**config.mk**
```make
export PLATFORM = sky130hd
export DESIGN_NAME = zig_zag_pp
export DESIGN_NICKNAME = d
export VERILOG_FILES = /design/src/rtl/zig_zag_pp.sv
export SDC_FILE = /design/constraint.sdc
export NUM_CORES = 2
export LEC_CHECK = 0
export CAP_MARGIN = 20
export CORE_MARGIN = 2
export CORE_UTILIZATION = 35
export DETAILED_ROUTE_END_ITERATION = 12
export GPL_TIMING_DRIVEN = 0
export SLEW_MARGIN = 20
export SYNTH_ARGS = -nofsm -noshare
export SYNTH_HDL_FRONTEND = slang
export SYNTH_SLANG_ARGS = --single-unit
```
**constraint.sdc**
```tcl
create_clock -name clk_i -period 14.4 [get_ports clk_i]
set_input_delay 2.88 -clock clk_i [delete_from_list [all_inputs] [get_ports clk_i]]
set_output_delay 2.88 -clock clk_i [all_outputs]
set_load 0.02 [all_outputs]
```
**src/rtl/zig_zag_pp.sv**
```systemverilog
`default_nettype none
// +-----------------------------------------------------------------------------+
// | zig_zag_pp : 8x8 raster-to-zig-zag reorder over an N-deep block ring         |
// | Optional feature macro: ZZ_LAST_NZ_EN (adds m_last_nz_o)                     |
// | Revision   : 1.0                                                             |
// +-----------------------------------------------------------------------------+
module zig_zag_pp #(
  parameter int DCT_WIDTH = 12,
  parameter int NUM_BUFS  = 2,
  parameter int CH_WIDTH  = 2
) (
  input  logic                 clk_i,
  input  logic                 rst_n_i,
  input  logic [DCT_WIDTH-1:0] s_tdata_i,
  input  logic                 s_tvalid_i,
  output logic                 s_tready_o,
  input  logic                 s_tlast_i,
  input  logic [CH_WIDTH-1:0]  s_tuser_i,
  input  logic                 raster_i,
  output logic [DCT_WIDTH-1:0] m_tdata_o,
  output logic                 m_tvalid_o,
  input  logic                 m_tready_i,
  output logic                 m_tlast_o,
  output logic [CH_WIDTH-1:0]  m_tuser_o,
`ifdef ZZ_LAST_NZ_EN
  output logic                 m_last_nz_o,
`endif
  output logic                 err_o
);

  localparam int PTR_W = (NUM_BUFS > 2) ? 2 : 1;

  typedef enum logic [1:0] {
    EMPTY    = 2'd0,
    FILLING  = 2'd1,
    FULL     = 2'd2,
    DRAINING = 2'd3
  } buf_state_t;

  function automatic logic [PTR_W-1:0] ptr_inc(input logic [PTR_W-1:0] p);
    if (int'(p) == NUM_BUFS - 1) return '0;
    return PTR_W'(int'(p) + 1);
  endfunction

  // Zig-zag scan position of raster position k, walking the anti-diagonals.
  function automatic logic [5:0] zz_index(input logic [5:0] k);
    int r, c, s, base, off;
    r = int'(k[5:3]);
    c = int'(k[2:0]);
    s = r + c;
    if (s < 8) begin
      base = s * (s + 1) / 2;
      off  = ((s % 2) == 1) ? r : c;
    end else begin
      base = 64 - (15 - s) * (16 - s) / 2;
      off  = ((s % 2) == 1) ? (r - (s - 7)) : (c - (s - 7));
    end
    return 6'(base + off);
  endfunction

  logic [DCT_WIDTH-1:0] mem      [NUM_BUFS][64];
  logic [CH_WIDTH-1:0]  user_mem [NUM_BUFS];
  buf_state_t           state     [NUM_BUFS];
  buf_state_t           state_nxt [NUM_BUFS];

  logic [PTR_W-1:0] wr_ptr, wr_ptr_nxt, rd_ptr, out_buf;
  logic [5:0]       wr_cnt, rd_addr, wr_addr;
  logic             wr_raster, wr_mode, wr_first, wr_end, wr_fire;
  logic             out_fire, out_adv, rd_bypass, rd_avail, rd_fetch, ready_nxt;

  assign wr_fire  = s_tvalid_i & s_tready_o;
  assign wr_first = (wr_cnt == 6'd0);
  assign wr_end   = (wr_cnt == 6'd63);
  assign wr_mode  = wr_first ? raster_i : wr_raster;
  assign wr_addr  = wr_mode ? wr_cnt : zz_index(wr_cnt);

  assign out_fire = m_tvalid_o & m_tready_i;
  assign out_adv  = ~m_tvalid_o | m_tready_i;

  // Output address 0 is always written on beat 0, so a block can start
  // draining on the very edge its last beat lands.
  assign rd_bypass = wr_fire & wr_end & (wr_ptr == rd_ptr);
  assign rd_avail  = (state[rd_ptr] == FULL) | (state[rd_ptr] == DRAINING) | rd_bypass;
  assign rd_fetch  = out_adv & rd_avail;

  always_comb begin
    for (int b = 0; b < NUM_BUFS; b++) state_nxt[b] = state[b];
    if (wr_fire && wr_first) state_nxt[wr_ptr] = FILLING;
    if (wr_fire && wr_end)   state_nxt[wr_ptr] = FULL;
    if (rd_fetch && (rd_addr == 6'd0)) state_nxt[rd_ptr] = DRAINING;
    if (out_fire && m_tlast_o) state_nxt[out_buf] = EMPTY;
  end

  assign wr_ptr_nxt = (wr_fire && wr_end) ? ptr_inc(wr_ptr) : wr_ptr;
  assign ready_nxt  = (state_nxt[wr_ptr_nxt] == EMPTY) | (state_nxt[wr_ptr_nxt] == FILLING);

  always_ff @(posedge clk_i) begin
    if (wr_fire) begin
      mem[wr_ptr][wr_addr] <= s_tdata_i;
      if (wr_first) user_mem[wr_ptr] <= s_tuser_i;
    end
  end

  always_ff @(posedge clk_i or negedge rst_n_i) begin
    if (!rst_n_i) begin
      for (int b = 0; b < NUM_BUFS; b++) state[b] <= EMPTY;
      wr_ptr     <= '0;
      rd_ptr     <= '0;
      out_buf    <= '0;
      wr_cnt     <= 6'd0;
      rd_addr    <= 6'd0;
      wr_raster  <= 1'b0;
      s_tready_o <= 1'b0;
      m_tvalid_o <= 1'b0;
      m_tdata_o  <= '0;
      m_tlast_o  <= 1'b0;
      m_tuser_o  <= '0;
      err_o      <= 1'b0;
    end else begin
      for (int b = 0; b < NUM_BUFS; b++) state[b] <= state_nxt[b];
      wr_ptr     <= wr_ptr_nxt;
      s_tready_o <= ready_nxt;

      if (wr_fire) begin
        wr_cnt <= wr_cnt + 6'd1;
        if (wr_first) wr_raster <= raster_i;
        // tlast is advisory; the beat counter alone frames the block.
        if (s_tlast_i != wr_end) err_o <= 1'b1;
      end

      if (out_adv) begin
        m_tvalid_o <= rd_avail;
        if (rd_avail) begin
          m_tdata_o <= mem[rd_ptr][rd_addr];
          m_tlast_o <= (rd_addr == 6'd63);
          m_tuser_o <= user_mem[rd_ptr];
          out_buf   <= rd_ptr;
          rd_addr   <= rd_addr + 6'd1;
          if (rd_addr == 6'd63) rd_ptr <= ptr_inc(rd_ptr);
        end
      end
    end
  end

`ifdef ZZ_LAST_NZ_EN
  logic [5:0] last_nz [NUM_BUFS];
  logic [5:0] last_nz_upd, rd_last_nz;
  logic       coeff_nz;

  assign coeff_nz = |s_tdata_i;

  always_comb begin
    last_nz_upd = last_nz[wr_ptr];
    if (wr_first)                                    last_nz_upd = coeff_nz ? wr_addr : 6'd0;
    else if (coeff_nz && (wr_addr > last_nz[wr_ptr])) last_nz_upd = wr_addr;
  end

  assign rd_last_nz = rd_bypass ? last_nz_upd : last_nz[rd_ptr];

  always_ff @(posedge clk_i or negedge rst_n_i) begin
    if (!rst_n_i) begin
      for (int b = 0; b < NUM_BUFS; b++) last_nz[b] <= 6'd0;
      m_last_nz_o <= 1'b0;
    end else begin
      if (wr_fire) last_nz[wr_ptr] <= last_nz_upd;
      if (rd_fetch) m_last_nz_o <= (rd_addr == rd_last_nz);
    end
  end
`endif

endmodule
`default_nettype wire
```
# --- After elaboration in Yosys (flattened, before gate mapping) ---
# Memory sizes are Yosys's and may differ from the RTL's. A register that Yosys moved wholly into a read port is not among the register bits.
# Index checks and enable logic that the tools add are counted.
totals:
  inputBits: 20
  latchBits: 0
  ramBits: 1540
  elab_cells: 136
  n_memories: 2
  out_inout_bits: 18
  regBits: 36
  mem_bits_ro: 0
op_classes:
  add_sub_neg: 15
  shift: 0
  reduce_logical: 15
  eq_ne: 8
  bitwise_logic: 28
  order_cmp: 11
  mux: 42
  n_div: 0
  multipliers: 2
memory_table:
  columns: ["name", "words", "width", "read_ports", "rd_clocked_by_memory_dff", "wr", "line", "rtl"]
  rows:
  - ["mem", 2, 768, 1, 0, 1, "61", "logic [DCT_WIDTH-1:0] mem [NUM_BUFS][64];"]
  - ["user_mem", 2, 2, 1, 1, 1, "62", "logic [CH_WIDTH-1:0] user_mem [NUM_BUFS];"]
op_table:
  columns: ["operator", "count"]
  rows:
  - ["$mux 768", 1]
  - ["$bmux 12 s6", 1]
  - ["$demux 12 s6", 1]
  - ["$mux 12", 3]
  - ["$mux 6", 4]
  - ["$mux 2", 9]
  - ["$mux 4", 4]
  - ["$mux 1", 15]
  - ["$ge 7x7->1 const B", 2]
  - ["$not 6->7", 2]
  - ["$add 6x1->6", 2]
  - ["$add 6x1->6 const B", 2]
  - ["$eq 6x6->1 const B", 2]
  - ["$logic_not 6->1", 2]
  - ["$sub 4x5->6", 2]
  - ["$mul 5x6->11", 1]
  - ["$ge 2x2->1 const B", 4]
  - ["$logic_and 1x1->1", 8]
  - ["$not 1->2", 4]
  - ["$lt 7x1->1 const B", 1]
  - ["$mul 4x5->7", 1]
  - ["$add 6x6->6", 1]
  - ["$and 1x1->1", 6]
  - ["$demux 2 s1", 3]
  - ["other kinds (27)", 40]

# --- Longest topological paths before layout ---
depth:
  word_depth: 19
  depth_mapped: 27
  ltp_nobuf: 24

# --- Worst setup path before layout ---
# OpenSTA, ideal clock, no wires.
synth_path:
  path_kind: "reg2reg"
  start: "register wr_cnt[0]"
  end: "memory mem[1][300] (netlist bit) (enable)"
  t_arrival_ns: 6.774
  path_stages_with_launch: 25
  path_slack_ns: 7.229
  synth_period_minus_slack_ns: 7.171
  path_cell_list: "dfrtp_1 ha_1 fa_1 inv_1 ha_1 nor2_1 ha_1 fa_1 fa_1 ha_1 xnor2_1 inv_1 ha_1 xnor2_1 o21ai_0 ha_1 inv_1 o21bai_1 a21oi_1 or3b_1 mux2_4 and3_1 buf_6 buf_6 nor3_1"
synth_between:
  elab_chain_cells: 15
  word_cells_on_any_way: 32
  cone_classes: "add/sub (11); mul (2); order compare (3); eq/ne (1); mux (9); bitwise (4); reduce/logical (2)"
synth_lines:
  columns: ["element", "line", "rtl"]
  rows:
  - ["from (decl)", "67", "logic [5:0] wr_cnt, rd_addr, wr_addr;"]
  - ["from (signal assigned)", "125", "wr_cnt <= wr_cnt + 6'd1;"]
  - ["$add 3x3->4", "50", "s = r + c;"]
  - ["$sub 5x4->6 / $sub 4x4->5 (equally long branches)", "55", "base = 64 - (15 - s) * (16 - s) / 2;"]
  - ["$mul 5x6->11", "55", null]
  - ["$and 1x1->1 (no line)", null, null]
  - ["$add 6x1->6 (no line)", null, null]
  - ["$sub 1x6->6", "55", null]
  - ["$mux 6", "51", "if (s < 8) begin"]
  - ["$add 6x6->6", "58", "return 6'(base + off);"]
  - ["$mux 6 *", "75", "assign wr_addr = wr_mode ? wr_cnt : zz_index(wr_cnt);"]
  - ["$not 6->7 (not written as such) *", "99", "mem[wr_ptr][wr_addr] <= s_tdata_i;"]
  - ["$ge 7x7->1 (not written as such) / $lt 7x1->1 (equally long branches)", "99", null]
  - ["$logic_and 1x1->1 (not written as such)", "99", null]
  - ["$mux 12 (not written as such)", "99", null]
  - ["$demux 12 s6 *", "99", null]
  - ["$mux 768 (not written as such) *", "99", null]
  - ["to (decl)", "61", null]
# Every way passes the cells marked *; elsewhere a longest branch is shown, timed or not.

# --- Worst setup path after layout ---
layout_path:
  start: "register wr_cnt[3]"
  end: "memory mem[0][721] (netlist bit) (enable)"
# The elaborated chain is that of the path after synthesis.

==> impl_metrics.yaml <==
yosys:
  yosysSeqAreaShare_pct: 74.65
  netlist_area_um2: 63160
  synth.top_cells.by_area: "sky130_fd_sc_hd__edfxtp_1 (73%), sky130_fd_sc_hd__mux4_2 (13%), sky130_fd_sc_hd__mux2i_1 (2.2%)"
  synth_top_area_share_pct: 73.22
  yosys_reg_bits: 1576
  synth_ff_type: "sky130_fd_sc_hd__edfxtp_1"
  synthArstFlopShare_pct: 2.284
  synth_area_per_cell_um2: 20.37
  synth_enable_flop_cells: 1540
  post_synth_top_area_cell: "sky130_fd_sc_hd__edfxtp_1"
  yosys.cell_types.count: 65
  yosys-top-cells-count: "sky130_fd_sc_hd__edfxtp_1 (1,540), sky130_fd_sc_hd__mux4_2 (368), sky130_fd_sc_hd__nor3_1 (146), sky130_fd_sc_hd__mux2i_1 (136), sky130_fd_sc_hd__nand2_1 (127)"
  synth_fp_nets: 3177
  yosys_warnings: 0
  yosys.cell_count.top_type: "sky130_fd_sc_hd__edfxtp_1"
  syn_inst: 3101
grt:
  grt_pass1_wl_um: 298500
  antenna_found_initial: 15
  globalRoute.totalOverflow: 0
  grt_use_total_pct: 23.93
  grt_start_max_net_pins: 100
  grt_pass1_vias: 34536
clocking:
  cts_buf_count: 162
  cts.repair.resized: 0
  clock-root-buffer: "sky130_fd_sc_hd__clkbuf_16"
  clock_sink_count: 1576
  ctsHoldBuffers: 0
  clockBufferDepth: 3
  post-cts-setup-buffers: 0
  h-tree-depth: 4
  clk_transition_reported_paths_ps: 60
  tritoncts: "done"
  source_to_sink_clock_delay_at_the_later_pin_of_the_worst_skew_pair_ps: 850
sta:
  maxClockFrequency_ghz: 0.1191
  report.final.setup_viol: 0
  grt_setup_unrepaired: "no"
  setup_total_negative_slack_ps: 0
  fin_ws_ps: 6007
  slew_headroom_pct: 16.86
  measured_slew_at_the_worst_slew_check_pin_ps: 1247
  period_minus_slack_ps: 8393
  final_max_slew_viol_count: 0
  clock_skew_ps: 52.62
  report.final.hold_viol_count: 0
  layout_worst_path_cycle_share_pct: 58.29
die:
  starting_density_of_the_core_pct: 35.32
  die-height_um: 428.8
  core_area_um2: 178800
  placementRows: 155
  die_width_um: 428.8
  die-area_um2: 183900
  num_io_pins: 38
routing:
  violation_count_after_the_first_detailed_routing_iteration: 6395
  dr.pass1.iters: 6
  drt_wl_total_um: 221900
  post_drt_wl_per_cell_um: 36.90
  ant_nets: 0
  drt-vias-per-instance: 5.967
  vias: 35879
  detail_route.drc_violations: 0
outcome:
  run_status: "finished clean"
setup_path:
  worst-path-max-fanout: 10
  crit_path_end_kind: "flip-flop"
  critical_path.max_stage_delay_ps: 830
  critPathLaunchType: "flip-flop"
  critical_path.slowest_cell: "sky130_fd_sc_hd__nor3_2"
  worstPathArrival_ps: 8930
  cp_common_cell: "sky130_fd_sc_hd__ha_1"
  required_time_at_the_worst_slack_endpoint_ps: 14940
  crit_type: "flip-flop to flip-flop"
worst_hold_path:
  worstHoldPathType: "flip-flop to flip-flop"
placed_design:
  port-buffer-count: 37
  detailed_place_hpwl_um: 152100
  dpl_cell_area_um2: 69310
  gp_routability_congestion: 0.9831
  post-place-ws_ps: 6158
cells_and_area:
  syn_to_final_growth_pct: 17.84
  final_area_um2: 74430
  layout.nets: 3605
  final_layout_size_suffix_gt1_share_pct: 30.53
  postLayoutCoreUtil_pct: 41.62
  num-fill-cells: 15625
run:
  number_of_max_capacitance_violations_reported: 0
[cells by family after synthesis]
kind of cell	synth area share [%]
xor+xnor	0.5329
flops	74.65
mux	15.44
simple gates	3.316
fa+ha+maj	1.276
buf+inv	2.074
compound gates	2.710
[worst max-delay path: cells and delay by family, from the launching register on]
kind	cells	cell delay, ps
compound gates	1	110
xor+xnor	3	580
fa+ha+maj	8	3320
buf+inv	7	1530
flops	1	340
mux	1	730
simple gates	5	1480
[layout by cell type, fill, tap and decap left out, types with 57 or more instances in the layout]
cell type                      n
sky130_fd_sc_hd__buf_6        85
sky130_fd_sc_hd__nor2_1       68
sky130_fd_sc_hd__nand2_1     127
sky130_fd_sc_hd__mux4_2      368
sky130_fd_sc_hd__clkbuf_16   162
sky130_fd_sc_hd__buf_4       186
sky130_fd_sc_hd__clkbuf_1     77
sky130_fd_sc_hd__buf_2        60
sky130_fd_sc_hd__a21oi_1      57
sky130_fd_sc_hd__nor3_2      125
sky130_fd_sc_hd__edfxtp_1   1540
sky130_fd_sc_hd__mux2i_1     136
[state kept, by name, indices dropped and copies added, names as in the netlist, 2 cells and up]
register,count
m_tdata_o,12
m_tuser_o,2
mem,1536
rd_addr,6
state,2
user_mem,4
wr_cnt,6
[through the flow]
stage,std cells,hold WS (ps)
3_5_place_dp,5719,451.7
3_3_place_gp,5493,448.4
6_report,6013,464.1
4_1_cts,6009,469.2
5_1_grt,6011,479.5
2_1_floorplan,3101,504.9
[area by class of cell]
class	count	area (µm²)	area share, %
diodes	3	7.507	0.01009
plain buffers	191	1207	1.622
clock buffers	202	4204	5.649
clock inverters	88	889.6	1.195
inverters	37	138.9	0.1866
multi-input cells	1297	15370	20.65
flip-flops and latches	1576	47150	63.35
well taps	2355	2947	3.959
repair buffers	264	2520	3.386
[layer usage]
| metal | up-vias | global-route usage [%] | part of all wire, % |
|---|---|---|---|
| li1 | 13694 | - | - |
| met2 | 2681 | 35.66 | 44 |
| met3 | 572 | 7.395 | 13 |
| met5 | - | 0 | 0.016 |
| met4 | 6 | 12.05 | 6.1 |
| met1 | 18926 | 31.67 | 37 |
[worst paths after layout]
| check | startpoint | to | slack [ps] | cells after the start |
|---|---|---|---|---|
| setup reg to reg | wr_cnt[3] | mem[0][721] | 6010 | 25 |
| setup / recovery | wr_cnt[3] | mem[0][721] | 6010 | 25 |
| hold reg to reg | err_o | err_o | 460 | 1 |
| hold / removal | err_o | err_o | 460 | 1 |
| min in group asynchronous | rst_n_i | wr_cnt[2] | 1930 | 1 |
| max in group asynchronous | rst_n_i | m_tdata_o[1] | 11980 | 2 |
Power is left out: the tool's default activity adds up to more than one toggle a clock period on the data nets, which glitch-free logic cannot reach.
